===== src/rtl/br_pkg.sv =====
// ---------------------------------------------------------------------------
// br_pkg -- shared definitions for the register-file dump block and the
// register file it reads.
//   DATA_W    : register width
//   ADDR_W    : register index width
//   REG_COUNT : number of architectural registers
//   br_state_t: dump sequencer states
// ---------------------------------------------------------------------------
package br_pkg;

    localparam int DATA_W    = 32;
    localparam int ADDR_W    = 5;
    localparam int REG_COUNT = 32;

    typedef enum logic [2:0] {
        IDLE = 3'd0,
        ADDR = 3'd1,
        SEND = 3'd2,
        CSUM = 3'd3,
        FIN  = 3'd4
    } br_state_t;

endpackage


===== src/rtl/br_dump_csum.sv =====
// ---------------------------------------------------------------------------
// br_dump_csum -- XOR accumulator over every word accepted by the sink.
// Only instantiated when BR_DUMP_CHECKSUM_EN is defined.
// Ports:
//   clk  in  clock
//   rst  in  asynchronous active-high reset (clears accumulator)
//   clr  in  clear accumulator (start of a new dump)
//   en   in  fold din into the accumulator
//   din  in  accepted data word
//   acc  out running XOR of accepted words
// ---------------------------------------------------------------------------
module br_dump_csum
    import br_pkg::*;
(
    input  logic              clk,
    input  logic              rst,
    input  logic              clr,
    input  logic              en,
    input  logic [DATA_W-1:0] din,
    output logic [DATA_W-1:0] acc
);

    always_ff @(posedge clk or posedge rst) begin
        if (rst) begin
            acc <= '0;
        end else if (clr) begin
            acc <= '0;
        end else if (en) begin
            acc <= acc ^ din;
        end
    end

endmodule


===== src/rtl/br_dump.sv =====
// ---------------------------------------------------------------------------
// br_dump -- streams register-file entries FIRST_REG..LAST_REG out over a
// valid/ready interface, one word per two cycles at best.
// Optional feature macro: BR_DUMP_CHECKSUM_EN -- appends an XOR checksum
// word (tx_idx = 31) after the last register.
// Parameters:
//   FIRST_REG  first register index streamed
//   LAST_REG   last register index streamed (FIRST_REG <= LAST_REG <= 31)
// Ports:
//   clk       in  clock
//   rst       in  asynchronous active-high reset
//   start     in  request a dump (sampled only when idle)
//   abort     in  cancel a dump in progress
//   RA        out register-file read index
//   DR        in  combinational read data for RA
//   tx_data   out streamed word
//   tx_idx    out register index of tx_data
//   tx_valid  out tx_data/tx_idx valid
//   tx_ready  in  sink accepts the word
//   busy      out dump in progress (any state but IDLE)
//   done      out one-cycle pulse after the final word is accepted
// ---------------------------------------------------------------------------
module br_dump
    import br_pkg::*;
#(
    parameter int FIRST_REG = 0,
    parameter int LAST_REG  = 31
) (
    input  logic              clk,
    input  logic              rst,
    input  logic              start,
    input  logic              abort,
    output logic [ADDR_W-1:0] RA,
    input  logic [DATA_W-1:0] DR,
    output logic [DATA_W-1:0] tx_data,
    output logic [ADDR_W-1:0] tx_idx,
    output logic              tx_valid,
    input  logic              tx_ready,
    output logic              busy,
    output logic              done
);

    localparam logic [ADDR_W-1:0] FIRST_IDX = ADDR_W'(FIRST_REG);
    localparam logic [ADDR_W-1:0] LAST_IDX  = ADDR_W'(LAST_REG);

    br_state_t         state;
    logic [ADDR_W-1:0] cnt;
    logic              last;

    assign last = (cnt == LAST_IDX);

`ifdef BR_DUMP_CHECKSUM_EN
    logic [DATA_W-1:0] csum;
    logic              csum_clr;
    logic              csum_en;

    // Accumulate on the same edge the sink takes the word; abort wins.
    assign csum_clr = (state == IDLE) && start && !abort;
    assign csum_en  = (state == SEND) && tx_ready && !abort;

    br_dump_csum u_csum (
        .clk (clk),
        .rst (rst),
        .clr (csum_clr),
        .en  (csum_en),
        .din (tx_data),
        .acc (csum)
    );
`endif

    always_ff @(posedge clk or posedge rst) begin
        if (rst) begin
            state    <= IDLE;
            cnt      <= '0;
            RA       <= '0;
            tx_data  <= '0;
            tx_idx   <= '0;
            tx_valid <= 1'b0;
            busy     <= 1'b0;
            done     <= 1'b0;
        end else begin
            done <= 1'b0;
            if (abort && (state != IDLE)) begin
                // Abort beats any handshake in the same cycle.
                state    <= IDLE;
                RA       <= '0;
                tx_valid <= 1'b0;
                busy     <= 1'b0;
            end else begin
                case (state)
                    IDLE: begin
                        if (start && !abort) begin
                            cnt   <= FIRST_IDX;
                            RA    <= FIRST_IDX;
                            busy  <= 1'b1;
                            state <= ADDR;
                        end
                    end
                    ADDR: begin
                        tx_data  <= DR;
                        tx_idx   <= cnt;
                        tx_valid <= 1'b1;
                        state    <= SEND;
                    end
                    SEND: begin
                        if (tx_ready) begin
                            if (!last) begin
                                // Counter only advances below LAST_IDX, so it
                                // cannot wrap.
                                cnt      <= cnt + 1'b1;
                                RA       <= cnt + 1'b1;
                                tx_valid <= 1'b0;
                                state    <= ADDR;
                            end else begin
`ifdef BR_DUMP_CHECKSUM_EN
                                // The accumulator only sees the final word on
                                // this edge, so fold it in here; tx_valid stays
                                // high straight into the checksum word.
                                tx_data <= csum ^ tx_data;
                                tx_idx  <= ADDR_W'(REG_COUNT - 1);
                                state   <= CSUM;
`else
                                tx_valid <= 1'b0;
                                RA       <= '0;
                                done     <= 1'b1;
                                state    <= FIN;
`endif
                            end
                        end
                    end
`ifdef BR_DUMP_CHECKSUM_EN
                    CSUM: begin
                        if (tx_ready) begin
                            tx_valid <= 1'b0;
                            RA       <= '0;
                            done     <= 1'b1;
                            state    <= FIN;
                        end
                    end
`endif
                    FIN: begin
                        busy  <= 1'b0;
                        state <= IDLE;
                    end
                    default: begin
                        state    <= IDLE;
                        RA       <= '0;
                        tx_valid <= 1'b0;
                        busy     <= 1'b0;
                    end
                endcase
            end
        end
    end

endmodule


===== config.mk =====
export PLATFORM = sky130hd
export DESIGN_NAME = br_dump
export DESIGN_NICKNAME = d
export VERILOG_FILES = /design/src/rtl/br_pkg.sv /design/src/rtl/br_dump_csum.sv /design/src/rtl/br_dump.sv
export SDC_FILE = /design/constraint.sdc
export NUM_CORES = 1
export LEC_CHECK = 0
export ABC_AREA = 1
export CAP_MARGIN = 20
export CORE_ASPECT_RATIO = 1.2
export CORE_UTILIZATION = 44
export DETAILED_ROUTE_END_ITERATION = 10
export GPL_TIMING_DRIVEN = 0
export PLACE_DENSITY = 0.78
export RECOVER_POWER = 100
export SETUP_SLACK_MARGIN = 0.4
export SLEW_MARGIN = 20
export SYNTH_ARGS = -nofsm -noshare
export SYNTH_HDL_FRONTEND = slang
export SYNTH_SLANG_ARGS = --single-unit

===== constraint.sdc =====
create_clock -name clk -period 1.9 [get_ports clk]
set_input_delay 0.38 -clock clk [delete_from_list [all_inputs] [get_ports clk]]
set_output_delay 0.38 -clock clk [all_outputs]
set_load 0.02 [all_outputs]

==> flow_metrics.tcl, run 1 <==
set metrics [dict create \
    irDropWorstVdd_uv 614 \
    path_cells "ha_1, nand2_2, nor2_2, ha_2, nand2_1, nand2_1, inv_2, nand4_1, nand2_1, nand2_1" \
    cts_buffers 5 \
    synth_cell_types 24 \
    n_antenna_cell 0 \
    synthCells 255 \
    dp.cells 397 \
    worstReg2RegStart "cnt[1]" \
    maxCapViolCount 0 \
    clk_path_buf_depth 2 \
    root_buffer "clkbuf_8" \
    path_clk_slew_ns 0.09 \
    r2r_setup_slack_ns 0.24 \
    gp_congestion 0.911 \
    start_util_pct 45.9 \
    rows 28 \
    finalCriticalPeriod_ns 1.66 \
    synth_seq_area_share_pct 58.1 \
    clock-sinks 53 \
    comb_power_share_pct 44.3 \
    clk_latency_ns 0.30 \
    cp_num_buf_inv 1 \
    drtIter0Drc 122 \
    rr_worst_depth 10 \
    relSlewSlack_pct 52.7 \
    grt_setup_unrepaired "yes" \
    timing_hold_violations_final 0 \
    start_kind "flip-flop" \
    htree_levels 2 \
    drc 0 \
    startpoint "cnt[1]" \
    ant_nets 0 \
    setup_viol 0 \
    syn_to_final_growth_pct 41.7 \
    antenna_found_initial 0 \
    ios 82 \
    cp_slowest_stage_delay_ns 0.41 \
    swShare_pct 40.5 \
    dieArea_mm2 0.00548 \
    num_vias 1960 \
    drt_pass1_iterations 4 \
    skew_ns 0.00351 \
    cp.required_ns 2.09 \
    fin_crit_sh_pct 87.3 \
    yosys.area.top_type_share_pct 58.1 \
    endpoint_kind "flip-flop" \
    p_seq_share_pct 40.6 \
    grt_usage_pct 20.3 \
    cp_max_fo 5 \
    routedWlPerCell_um 12.3 \
    cp-endpoint "cnt[4]" \
    syn_area_mm2 0.00228 \
    grt_max_degree 32 \
    clockPowerShare_pct 15.1 \
    worst_slew_pin_slew_ns 0.708 \
    grt_first_pass_wirelength_mm 8.42 \
    arrival_ns 1.85 \
    status "complete, no violations" \
    grt_pass1_vias 1910 \
    switchingPower_mw 1.71 \
    portBuffers 81 \
    p_leak_nw 1.82 \
    cts_tree "built" \
    path_depth 10 \
    fmax_mhz 603 \
    num-nets-final 389 \
    critPathKind "flip-flop to flip-flop" \
    crit_path_top_delay_cell "dfrtp_1" \
    grt_remaining_overflow 0 \
    drive_gt1_share_pct 9.71 \
    p_int_mw 2.51 \
    syn_avg_cell_area_um2 8.94 \
    ys_warn_count 0 \
    syn_nets 294 \
    wl_mm 5.05 \
    die_w_um 67.7 \
    synth-seq-cells 53 \
    yosys-top-cells-area "dfrtp_1, nand2_1, inv_1, o21ai_0, o21ai_1" \
    fin_cells 410 \
    power-per-cell-area_mw_per_mm2 1310 \
    r2r_end "cnt[4]" \
    synth.largest_area_cell "dfrtp_1" \
    fin_setup_tns_ns 0 \
    crit_top_cell "nand2_1" \
    dp_hpwl_mm 3.66 \
    hp-class "flip-flop to flip-flop" \
    core_mm2 0.00497 \
    viasPerCell 4.78 \
    drv_slew 0 \
    die_height_um 80.9 \
    cp_top_family "simple AND/OR/NAND/NOR gates" \
]
[power by group through the flow]
stage / Sequential (mW) / Clock [mW] / Combinational, mW
after global placement: 1.75 / 0 / 2.11
after CTS: 1.72 / 0.656 / 1.94
after detailed placement: 1.77 / 0 / 2.15
after global routing: 1.77 / 0.693 / 2.08
final: 1.72 / 0.638 / 1.87
after floorplan: 2.18 / 0 / 0.742
[worst register-to-register path: cells and delay by family, from the launching register on]
kind | cells | cell delay (ns)
adders and majority gates | 2 | 0.39
buffers and inverters | 1 | 0.08
DFF | 1 | 0.41
and+or+nand+nor | 7 | 0.66
[worst min path at each step]
stage / startpoint / cells past startpoint / slack (ns) / endpoint
after detailed placement: RA[2] / 2 / 0.46 / RA[2]
after global routing: RA[1] / 2 / 0.50 / RA[1]
after floorplan: rst / 1 / 0.44 / RA[0]
after global placement: RA[4] / 2 / 0.46 / RA[4]
final: RA[1] / 2 / 0.48 / RA[1]
after CTS: RA[2] / 2 / 0.49 / RA[2]
[layout by cell type, fill, tap and decap left out, types with 2 or more instances in the layout]
| cell | synthesis | routed |
|---|---|---|
| nand2_1 | 73 | 75 |
| dfrtp_1 | 53 | 53 |
| dlygate4sd2_1 | 0 | 45 |
| inv_1 | 45 | 44 |
| clkdlybuf4s50_1 | 0 | 34 |
| o21ai_0 | 26 | 32 |
| nor2_1 | 7 | 7 |
| nand3_1 | 6 | 7 |
| o21ai_1 | 13 | 7 |
| clkbuf_2 | 1 | 6 |
| nand2_2 | 8 | 6 |
| clkbuf_8 | 0 | 6 |
| buf_4 | 1 | 6 |
| nand4_1 | 3 | 4 |
| clkbuf_1 | 1 | 3 |
| inv_2 | 2 | 2 |
[cell families after synthesis]
kind of cell,count (synthesis),share of synthesized area [%]
flip-flops,53,58.1
buffers and inverters,55,10.6
AND/OR/NAND/NOR,105,21.3
adder cells (fa/ha/maj),2,1.10
AO/OA/AOI/OAI,40,8.78
[metal layers]
| metal | vias to the layer above | global-route usage [%] | part of all wire, % |
|---|---|---|---|
| met2 | 57 | 35.9 | 51 |
| met1 | 924 | 23.1 | 41 |
| met5 | - | 0 | 0 |
| li1 | 973 | - | - |
| met4 | 0 | 6.81 | 1.1 |
| met3 | 6 | 5.20 | 5.9 |
[through the flow]
stage                     setup slack [ns]  hold WS, ns  utilization [%]  instance area (µm²)  total power, mW
after floorplan                      0.415        0.441                -                 2280             2.92
after global placement              0.0580        0.458             63.7                 3170             3.86
after detailed placement            0.0245        0.463             64.3                 3200             3.92
after CTS                            0.316        0.486             65.5                 3260             4.32
after global routing                0.0897        0.504             65.0                 3230             4.54
final                                0.241        0.480             65.0                 3230             4.23
[cell type report]
cell class / count / area (µm²)
sequential: 53 / 1330
buffer: 8 / 37.5
fill: 418 / 1740
tap: 60 / 75.1
inverter: 47 / 180
clock buffer: 7 / 86.3
timing repair buffer: 88 / 830
multi-input combinational: 147 / 698
[state kept, by name (all words and copies together), names as in the netlist]
signal / count
tx_idx: 5
state: 3
tx_valid: 1
RA: 5
cnt: 5
tx_data: 32
busy: 1
done: 1
[cells in the mapped netlist]
| master | instances |
|---|---|
| ha_1 | 2 |
| nand2_4 | 1 |
| dfrtp_1 | 53 |
| clkbuf_2 | 1 |
| nor3_1 | 1 |
| buf_2 | 1 |
| nand2_2 | 8 |
| nor3b_1 | 1 |
| nand4_1 | 3 |
| a21oi_1 | 1 |
| buf_6 | 4 |
| o21ai_0 | 26 |
| nor2_4 | 1 |
| inv_1 | 45 |
| nand2_1 | 73 |
| inv_2 | 2 |
| buf_4 | 1 |
| nand4_2 | 1 |
| nand3_1 | 6 |
| nor2_8 | 1 |
| o21ai_1 | 13 |
| nor2_1 | 7 |
| nand3_2 | 2 |
| clkbuf_1 | 1 |
[timing repair]
action,CTS,global route
endpoints found under the setup margin,76,32
hold buffers,0,0
setup buffers,3,3
resized for setup,49,4
pin swaps,2,6
Power figures use the tool's default switching activity.
==> run 2, diff against run 1 <==
--- a/config.mk
+++ b/config.mk
@@ -8,6 +8,7 @@
 export ABC_AREA = 1
 export CAP_MARGIN = 20
 export CORE_ASPECT_RATIO = 1.2
+export CORE_MARGIN = 10
 export CORE_UTILIZATION = 44
 export DETAILED_ROUTE_END_ITERATION = 10
 export GPL_TIMING_DRIVEN = 0
@@ -17,4 +18,5 @@
 export SLEW_MARGIN = 20
 export SYNTH_ARGS = -nofsm -noshare
 export SYNTH_HDL_FRONTEND = slang
+export SYNTH_HIERARCHICAL = 1
 export SYNTH_SLANG_ARGS = --single-unit
==> run 2 against run 1 <==
Effect of this change:
- core utilization fell by 0.075 points
- die area is 55% higher
- clock-buffer cell count unchanged
- flip-flop and latch count unchanged
- cell count did not move
- critical path type unchanged
- largest cell class unchanged
- non-clock buffer count down 1
- combinational power about the same
- worst setup slack improved by 0.015 ns
- design area decreased by 0.12%
==> flow_metrics.tcl, run 2 <==
set metrics [dict create \
    status "complete, no violations" \
    skew_ns 0.00720 \
    viasPerCell 4.63 \
    timing_hold_violations_final 0 \
    grt_setup_unrepaired "yes" \
    drv_slew 0 \
    arrival_ns 1.89 \
    fmax_mhz 608 \
    path_clk_slew_ns 0.09 \
    routedWlPerCell_um 13.7 \
    worst_slew_pin_slew_ns 1.08 \
    cts_buffers 5 \
    irDropWorstVdd_uv 602 \
    cts_hold_buf 0 \
    relSlewSlack_pct 27.3 \
    htree_levels 2 \
    hold_path_depth 2 \
    ant_nets 0 \
    async_flop_share_pct 100 \
    cts_tree "built" \
    grt_use_met2_pct 22.5 \
    cp.required_ns 2.15 \
    core_mm2 0.00497 \
    setup_viol 0 \
    hp-class "flip-flop to flip-flop" \
    synth-seq-cells 53 \
    final_common_cell "nand2_1" \
    portBuffers 81 \
    drc 0 \
    met1_usage_pct 16.7 \
    synth_flop_cell "dfrtp_1" \
    cp_max_fo 6 \
    worstReg2RegStart "cnt[0]" \
    wl_mm 5.62 \
    endpoint_kind "flip-flop" \
    dp_hpwl_mm 4.27 \
    rows 28 \
    crit_path_top_delay_cell "dfrtp_2" \
    root_buffer "clkbuf_8" \
    layout_common_cells "nand2_1, dfrtp_1, dlygate4sd2_1" \
    clk_path_buf_depth 2 \
    path_cells "ha_4, nand2_2, nor2_2, ha_2, nand2_1, nand2_1, inv_2, nand2_1, nor2_2, nand2_2, nand2_1" \
    p_leak_nw 1.80 \
    num-nets-final 388 \
    min_to "tx_data[28]" \
    die_height_um 98.9 \
    maxCapViolCount 0 \
    startpoint "cnt[0]" \
    start_util_pct 45.9 \
    crit_top_cell "nand2_1" \
    top_register "tx_data" \
    r2r_end "RA[3]" \
    grt_usage_pct 13.7 \
    dieArea_mm2 0.00848 \
    syn_nets 294 \
    syn_to_final_growth_pct 41.6 \
    antenna_found_initial 0 \
    yosys-top-cells-area "dfrtp_1, nand2_1, inv_1, o21ai_0, o21ai_1" \
    grt_first_pass_wirelength_mm 9.66 \
    die_w_um 85.7 \
    met3_usage_pct 4.70 \
    grt_max_degree 31 \
    largest_reg_flops 32 \
    grt_remaining_overflow 0 \
    cp_slowest_stage_delay_ns 0.44 \
    power-per-cell-area_mw_per_mm2 1300 \
    synthCells 255 \
    synth_cell_types 24 \
    syn_avg_cell_area_um2 8.94 \
    grt_pass1_vias 1926 \
    final_util_pct 64.9 \
    critPathKind "flip-flop to flip-flop" \
    synth.largest_area_cell "dfrtp_1" \
    fin_crit_sh_pct 86.5 \
    drt_pass1_iterations 4 \
    rr_worst_depth 11 \
    clock-sinks 53 \
    r2r_setup_slack_ns 0.26 \
    synth_seq_area_share_pct 58.1 \
    finalCriticalPeriod_ns 1.64 \
    gp_congestion 0.821 \
    drive_gt1_share_pct 10.9 \
    drtIter0Drc 113 \
    start_kind "flip-flop" \
    n_antenna_cell 0 \
    synth_common_cells "nand2_1, dfrtp_1, inv_1" \
    ios 82 \
    hp-start "tx_data[28]" \
    grt.busiest_layer "met2" \
    synth_most_common_cell "nand2_1" \
    synth_edf_count 0 \
    ys_warn_count 6 \
    clk_latency_ns 0.31 \
    fin_setup_tns_ns 0 \
    num_vias 1898 \
    syn_area_mm2 0.00228 \
    yosys.area.top_type_share_pct 58.1 \
]
run 2: cell types whose count changed in the layout (fill, tap and decap cells not counted), sizes merged:
cell      previous run  this run
clkbuf              15        12
buf                  7         9
clkinvlp             1         2
run 2: worst max-delay path: cells and delay by family (launching register included):
kind	cells	cell delay [ns]
buffers and inverters	1	0.08
and+or+nand+nor	8	0.73
DFF	1	0.44
adders and majority gates	2	0.35
run 2: power breakdown:
part	switching, mW	internal [mW]	total (mW)	leakage [nW]
logic	1.15	0.700	1.85	1.07
registers	0.201	1.51	1.71	0.686
clock network	0.361	0.262	0.622	0.0385
run 2: logic make-up after synthesis:
kind of cell / count (synthesis) / synth area share (%)
simple gates: 105 / 21.3
buf+inv: 55 / 10.6
flops: 53 / 58.1
compound gates: 40 / 8.78
fa+ha+maj: 2 / 1.10
run 2: worst max-delay path by stage:
| stage | endpoint | slack (ns) | cells past startpoint |
|---|---|---|---|
| final | RA[3] | 0.26 | 11 |
| after floorplan | cnt[0] | 0.41 | 10 |
| after global placement | tx_data[13] | 0.05 | 5 |
| after detailed placement | tx_data[19] | 0.006 | 5 |
| after global routing | cnt[1] | 0.12 | 7 |
| after CTS | cnt[3] | 0.32 | 10 |
run 2: per-layer routing:
layer | vias up | wire (µm)
met5 | - | 0
met4 | 0 | 54
met3 | 7 | 373
met2 | 57 | 2740
met1 | 865 | 2450
li1 | 969 | -
run 2: area by class of cell:
cell class / instances / area (µm²)
Fill cell: 464 / 1750
Sequential cell: 53 / 1330
Timing Repair Buffer: 87 / 815
Multi-Input combinational cell: 147 / 699
Inverter: 47 / 178
Clock buffer: 7 / 76.3
Tap cell: 60 / 75.1
Buffer: 8 / 51.3
Clock inverter: 1 / 7.51
run 2: per-stage QoR:
stage	setup slack [ns]	total power, mW	hold WS, ns	instances	instance area [µm²]
finish	0.256	4.18	0.485	410	3230
global route	0.123	4.52	0.514	410	3230
CTS	0.317	4.35	0.472	408	3260
detailed placement	0.00647	3.94	0.465	397	3190
global placement	0.0478	3.90	0.457	396	3170
floorplan	0.415	2.92	0.441	255	2280
run 2: what timing repair did:
action | 4_1_cts | 5_1_grt
endpoints found under the setup margin | 66 | 46
resized for setup | 51 | 4
buffers inserted | 3 | 2
pin swaps | 2 | 7
